[src/rtl/vga_genlock_ctrl.sv]
// vga_genlock_ctrl: qualifies the TRS-80 vertical sync and emits a delayed one-cycle
// genlock pulse that realigns the free-running 800x600 VGA raster to the Model I frame.
module vga_genlock_ctrl #(
    parameter int MIN_PERIOD  = 320000,
    parameter int MAX_PERIOD  = 350000,
    parameter int LOCK_FRAMES = 4,
    parameter int FILTER      = 4,
    parameter int OFFSET      = 0,
    parameter bit VS_POL      = 1'b0
) (
    input  logic        vga_clk,
    input  logic        rst,
    input  logic        enable,
    input  logic        trs_vsync,
    output logic        genlock,
    output logic        locked,
    output logic [18:0] period,
    output logic        period_vld
);
    typedef enum logic [1:0] {IDLE, SEARCH, TRACK, LOCKED} state_t;

    localparam logic [18:0] MIN_P  = 19'(MIN_PERIOD);
    localparam logic [18:0] MAX_P  = 19'(MAX_PERIOD);
    localparam logic [3:0]  LOCK_N = 4'(LOCK_FRAMES);
    localparam logic [3:0]  FILT_N = 4'(FILTER - 1);
    localparam logic [15:0] OFS    = 16'(OFFSET);

    logic        vs_act;
    logic        sync1_q, sync2_q;
    logic        filt_q, filt_d;
    logic [3:0]  fcnt_q, fcnt_d;
    logic        edge_q, edge_d;
    state_t      state_q, state_d;
    logic [3:0]  good_q, good_d;
    logic [18:0] cnt_q, cnt_d;
    logic [18:0] period_q, period_d;
    logic        period_vld_q, period_vld_d;
    logic        pend_q, pend_d;
    logic [15:0] dly_q, dly_d;
    logic        locked_q;
    logic        good_per, timeout, fire, arm;

    // Normalise before the synchroniser so reset (all zero) means "inactive".
    assign vs_act = VS_POL ? trs_vsync : ~trs_vsync;

    always_comb begin
        fcnt_d = 4'd0;
        filt_d = filt_q;
        if (sync2_q != filt_q) begin
            if (fcnt_q == FILT_N) filt_d = sync2_q;
            else fcnt_d = fcnt_q + 4'd1;
        end
        edge_d = filt_d & ~filt_q;
    end

    assign good_per = (cnt_q >= MIN_P) && (cnt_q <= MAX_P - 19'd1);
    assign timeout  = (cnt_q == MAX_P) && !edge_q;
    assign fire     = pend_q && (dly_q == OFS);

    always_comb begin
        state_d      = state_q;
        good_d       = good_q;
        cnt_d        = (cnt_q == MAX_P) ? MAX_P : cnt_q + 19'd1;
        period_d     = period_q;
        period_vld_d = 1'b0;
        pend_d       = pend_q && !fire;
        dly_d        = pend_q ? dly_q + 16'd1 : dly_q;
        arm          = 1'b0;
        if (!enable) begin
            state_d = IDLE;
            good_d  = 4'd0;
            cnt_d   = 19'd0;
            pend_d  = 1'b0;
            dly_d   = 16'd0;
        end else begin
            if (state_q != IDLE && edge_q) begin
                period_d     = cnt_q;
                period_vld_d = 1'b1;
                cnt_d        = 19'd1;
            end
            case (state_q)
                IDLE: begin
                    state_d = SEARCH;
                    cnt_d   = 19'd0;
                end
                SEARCH: begin
                    if (edge_q) begin
                        state_d = TRACK;
                        good_d  = 4'd0;
                    end
                end
                TRACK: begin
                    if (edge_q) begin
                        good_d = good_per ? good_q + 4'd1 : 4'd0;
                        if (good_per && good_q + 4'd1 == LOCK_N) begin
                            state_d = LOCKED;
                            arm     = 1'b1;
                        end
                    end else if (timeout) begin
                        state_d = SEARCH;
                        good_d  = 4'd0;
                    end
                end
                LOCKED: begin
                    if (edge_q && good_per) begin
                        arm = 1'b1;
                    end else if (edge_q || timeout) begin
                        state_d = edge_q ? TRACK : SEARCH;
                        good_d  = 4'd0;
                        pend_d  = 1'b0;
                    end
                end
            endcase
            // A fresh arm restarts the delay and drops any older pending pulse.
            if (arm) begin
                pend_d = 1'b1;
                dly_d  = 16'd0;
            end
        end
    end

    always_ff @(posedge vga_clk or posedge rst) begin
        if (rst) begin
            sync1_q      <= 1'b0;
            sync2_q      <= 1'b0;
            filt_q       <= 1'b0;
            fcnt_q       <= 4'd0;
            edge_q       <= 1'b0;
            state_q      <= IDLE;
            good_q       <= 4'd0;
            cnt_q        <= 19'd0;
            period_q     <= 19'd0;
            period_vld_q <= 1'b0;
            pend_q       <= 1'b0;
            dly_q        <= 16'd0;
            locked_q     <= 1'b0;
        end else begin
            sync1_q      <= vs_act;
            sync2_q      <= sync1_q;
            filt_q       <= filt_d;
            fcnt_q       <= fcnt_d;
            edge_q       <= edge_d;
            state_q      <= state_d;
            good_q       <= good_d;
            cnt_q        <= cnt_d;
            period_q     <= period_d;
            period_vld_q <= period_vld_d;
            pend_q       <= pend_d;
            dly_q        <= dly_d;
            locked_q     <= (state_q == LOCKED);
        end
    end

    assign genlock    = fire && (state_q == LOCKED);
    assign locked     = locked_q;
    assign period     = period_q;
    assign period_vld = period_vld_q;
endmodule
[config.mk]
export PLATFORM = sky130hd
export DESIGN_NAME = vga_genlock_ctrl
export DESIGN_NICKNAME = d
export VERILOG_FILES = /design/src/rtl/vga_genlock_ctrl.sv
export SDC_FILE = /design/constraint.sdc
export NUM_CORES = 1
export LEC_CHECK = 0
export CORE_AREA = 2 2 152 80
export DETAILED_ROUTE_END_ITERATION = 12
export DIE_AREA = 0 0 154 82
export GPL_ROUTABILITY_DRIVEN = 1
export HOLD_SLACK_MARGIN = 0.03
export PLACE_DENSITY = 0.55
export SYNTH_ARGS = -nofsm -noshare
export SYNTH_HDL_FRONTEND = slang
export SYNTH_SLANG_ARGS = --single-unit
[constraint.sdc]
create_clock -name vga_clk -period 4.35 [get_ports vga_clk]
set_clock_uncertainty 0.1 [all_clocks]
set_input_delay 0.87 -clock vga_clk [delete_from_list [all_inputs] [get_ports vga_clk]]
set_output_delay 0.87 -clock vga_clk [all_outputs]
set_load 0.05 [all_outputs]
==> run metrics <==
Clock Path Buffers 2; fin worst setup slack 1.04 ns; Worst setup SP type flop; critical path data arrival time 2.34 ns; die area 12600 um^2; Clk Latency, worst-skew pair 0.33 ns; top cell type's share of synthesized area 51.7%; Total GRT Usage 12.8%; setup TNS 0 ns; Syn. warnings 0; antenna cells 0; Routed WL 7260 um; DIE HEIGHT 82 um; post-CTS setup buffers 0; final cell count without fillers 538; top_reg_cell synth dfrtp_1; Initial Util 30.2%; Synth async-reset ratio 100%; Post-CTS Resized 0; area leader, netlist dfrtp_1; Reg clk slew, reported paths 0.05 ns; leakage 1.86 nW; Tcrit/Tclk final 76.1%; Power, Total 1.71 mW; Synth Net Count 367; final hold violations 0; CTS tree yes; CP Class reg2out; Netlist cell types 50; nets@finish 393; placer congestion estimate 0.801; Max Fanout on Critical Path 5; pre-CTS setup slack 1.39 ns; DRC Markers 0; TritonRoute pass-1 iters 4; filler cell count 1160; number of synthesized flops with an enable pin 0; Tmin final 3.31 ns; global-route wire length before repair 12500 um; Synth Register Bits 71; fin. max-slew vios 0; TritonCTS buffer count 9; Max-slew headroom 46.2%; detailed-route wire length per cell 13.5 um; Least-Margin Pin Slew 0.802 ns; Peak Freq 302 MHz; Area Overhead vs Synth 22.3%; Max-cap violations 0; Mapped Cells 357; DR vias 2494; Hold Path Class reg2reg; ranking of synthesized cells by area dfrtp_1 52%, nand2_1 8.0%, nor2_1 5.7%; Ports 26; status complete, no violations; Final ANT Viol Nets 0; WP data required 3.38 ns; Core Area 11400 um^2; # rows 28; RSZ-0062 raised after global routing false; DP HPWL 5120 um; Peak VDD IR 182 uV; Horiz. Die Dim 154 um; Avg Cell Area, Syn 9.62 um^2; vias in the first global route 2382; htree depth 3; crit path capture type output port; port bufs 25; Clock Tree Root clkbuf_16; Post-CTS Hold Buffers 0; synthesized area 3430 um^2; share of layout cells above drive strength 1 7.99%; PD cells 406 nW/um^2; 1st-iter DRT viols 152; largest net degree at the start of global routing 35; Setup violations, final 0; Congestion Overflow GR 0; Cells after DPL 522; CTS Sinks 71; post-DR vias/cell 4.64; antenna violations before repair 0; share of the yosys chip area belonging to registers 51.7%
per-layer routing:
layer	vias up	global-route usage, %	wire [um]
met1	1187	19.1	4150
li1	1254	-	-
met4	0	3.36	61
met3	6	4.59	310
met5	-	0	0
met2	47	17.1	2740
state kept, by name (all words and copies together), names as in the netlist:
register and count:
dly_q 16, filt_q 1, sync2_q 1, edge_q 1
period_vld 1, good_q 4, cnt_q 19, state_q 2
period 19, pend_q 1, fcnt_q 4, sync1_q 1
locked 1
cells by family (layout without fill, tap and decap cells):
kind of cell,Yosys count,count (layout),share of synthesized area [%]
flops,71,71,51.7
fa+ha+maj,6,6,2.19
xor+xnor,34,34,8.67
compound gates,31,31,7.29
mux,3,3,1.06
buf+inv,24,55,3.10
simple gates,188,188,25.9
synth_stat cells, types with 5 or more instances:
| cell | number |
|---|---|
| a21o_1 | 5 |
| and3_1 | 5 |
| clkbuf_1 | 9 |
| dfrtp_1 | 71 |
| ha_1 | 6 |
| inv_1 | 10 |
| nand2_1 | 73 |
| nand2b_1 | 5 |
| nand3_1 | 12 |
| nand4_1 | 9 |
| nor2_1 | 52 |
| nor3_1 | 7 |
| nor4_1 | 5 |
| o21ai_0 | 9 |
| xnor2_1 | 15 |
| xor2_1 | 19 |
per-stage QoR:
stage               utilization, %  instance area, um^2  hold slack (ns)
detailed placement            33.6                 3830            0.243
global route                  36.9                 4200            0.257
global placement              33.6                 3830            0.240
CTS                           36.9                 4200            0.256
finish                        36.9                 4200            0.255
floorplan                        -                 3430            0.231
final timing paths:
kind | start | end | slack, ns | cells past startpoint
hold / removal | sync1_q | sync2_q | 0.25 | 0
setup reg to reg | cnt_q[13] | dly_q[4] | 1.82 | 6
hold reg to reg | sync1_q | sync2_q | 0.25 | 0
setup / recovery | dly_q[0] | genlock | 1.04 | 6
max in group asynchronous | rst | good_q[2] | 2.50 | 3
min in group asynchronous | rst | period[14] | 0.89 | 2
final cells by class:
class | instances | area (um^2) | area share [%]
inverters | 11 | 41.3 | 0.983
clock buffers | 11 | 243 | 5.78
multi-input cells | 262 | 1550 | 36.9
clock inverters | 5 | 129 | 3.07
well taps | 150 | 188 | 4.47
flip-flops and latches | 71 | 1780 | 42.3
repair buffers | 28 | 273 | 6.49
layout by cell type, fill, tap and decap left out, types with 4 or more instances in the layout:
master,Yosys,layout
and3_1,5,5
nand2b_1,5,5
inv_1,10,9
a21o_1,5,5
dfrtp_1,71,71
nor2_1,52,52
nor3_1,7,7
clkdlybuf4s50_1,0,25
bufinv_16,0,4
ha_1,6,6
nand4_1,9,9
nand2_1,73,73
nand3_1,12,12
nor4_1,5,5
o21ai_0,9,9
xor2_1,19,19
clkbuf_16,0,9
xnor2_1,15,15
worst max-delay path, cell delays in order (launching register included):
cell	delay, ns
dfrtp_1	0.43
inv_1	0.08
ha_1	0.16
nor4b_1	0.25
nand4_1	0.17
nor2_1	0.13
clkdlybuf4s50_1	0.80
report_power, final:
group	switching, mW	internal (mW)
sequential	0.0189	0.681
clock	0.276	0.635
combinational	0.0615	0.0357
total	0.356	1.35
Power figures use the tool's default switching activity.
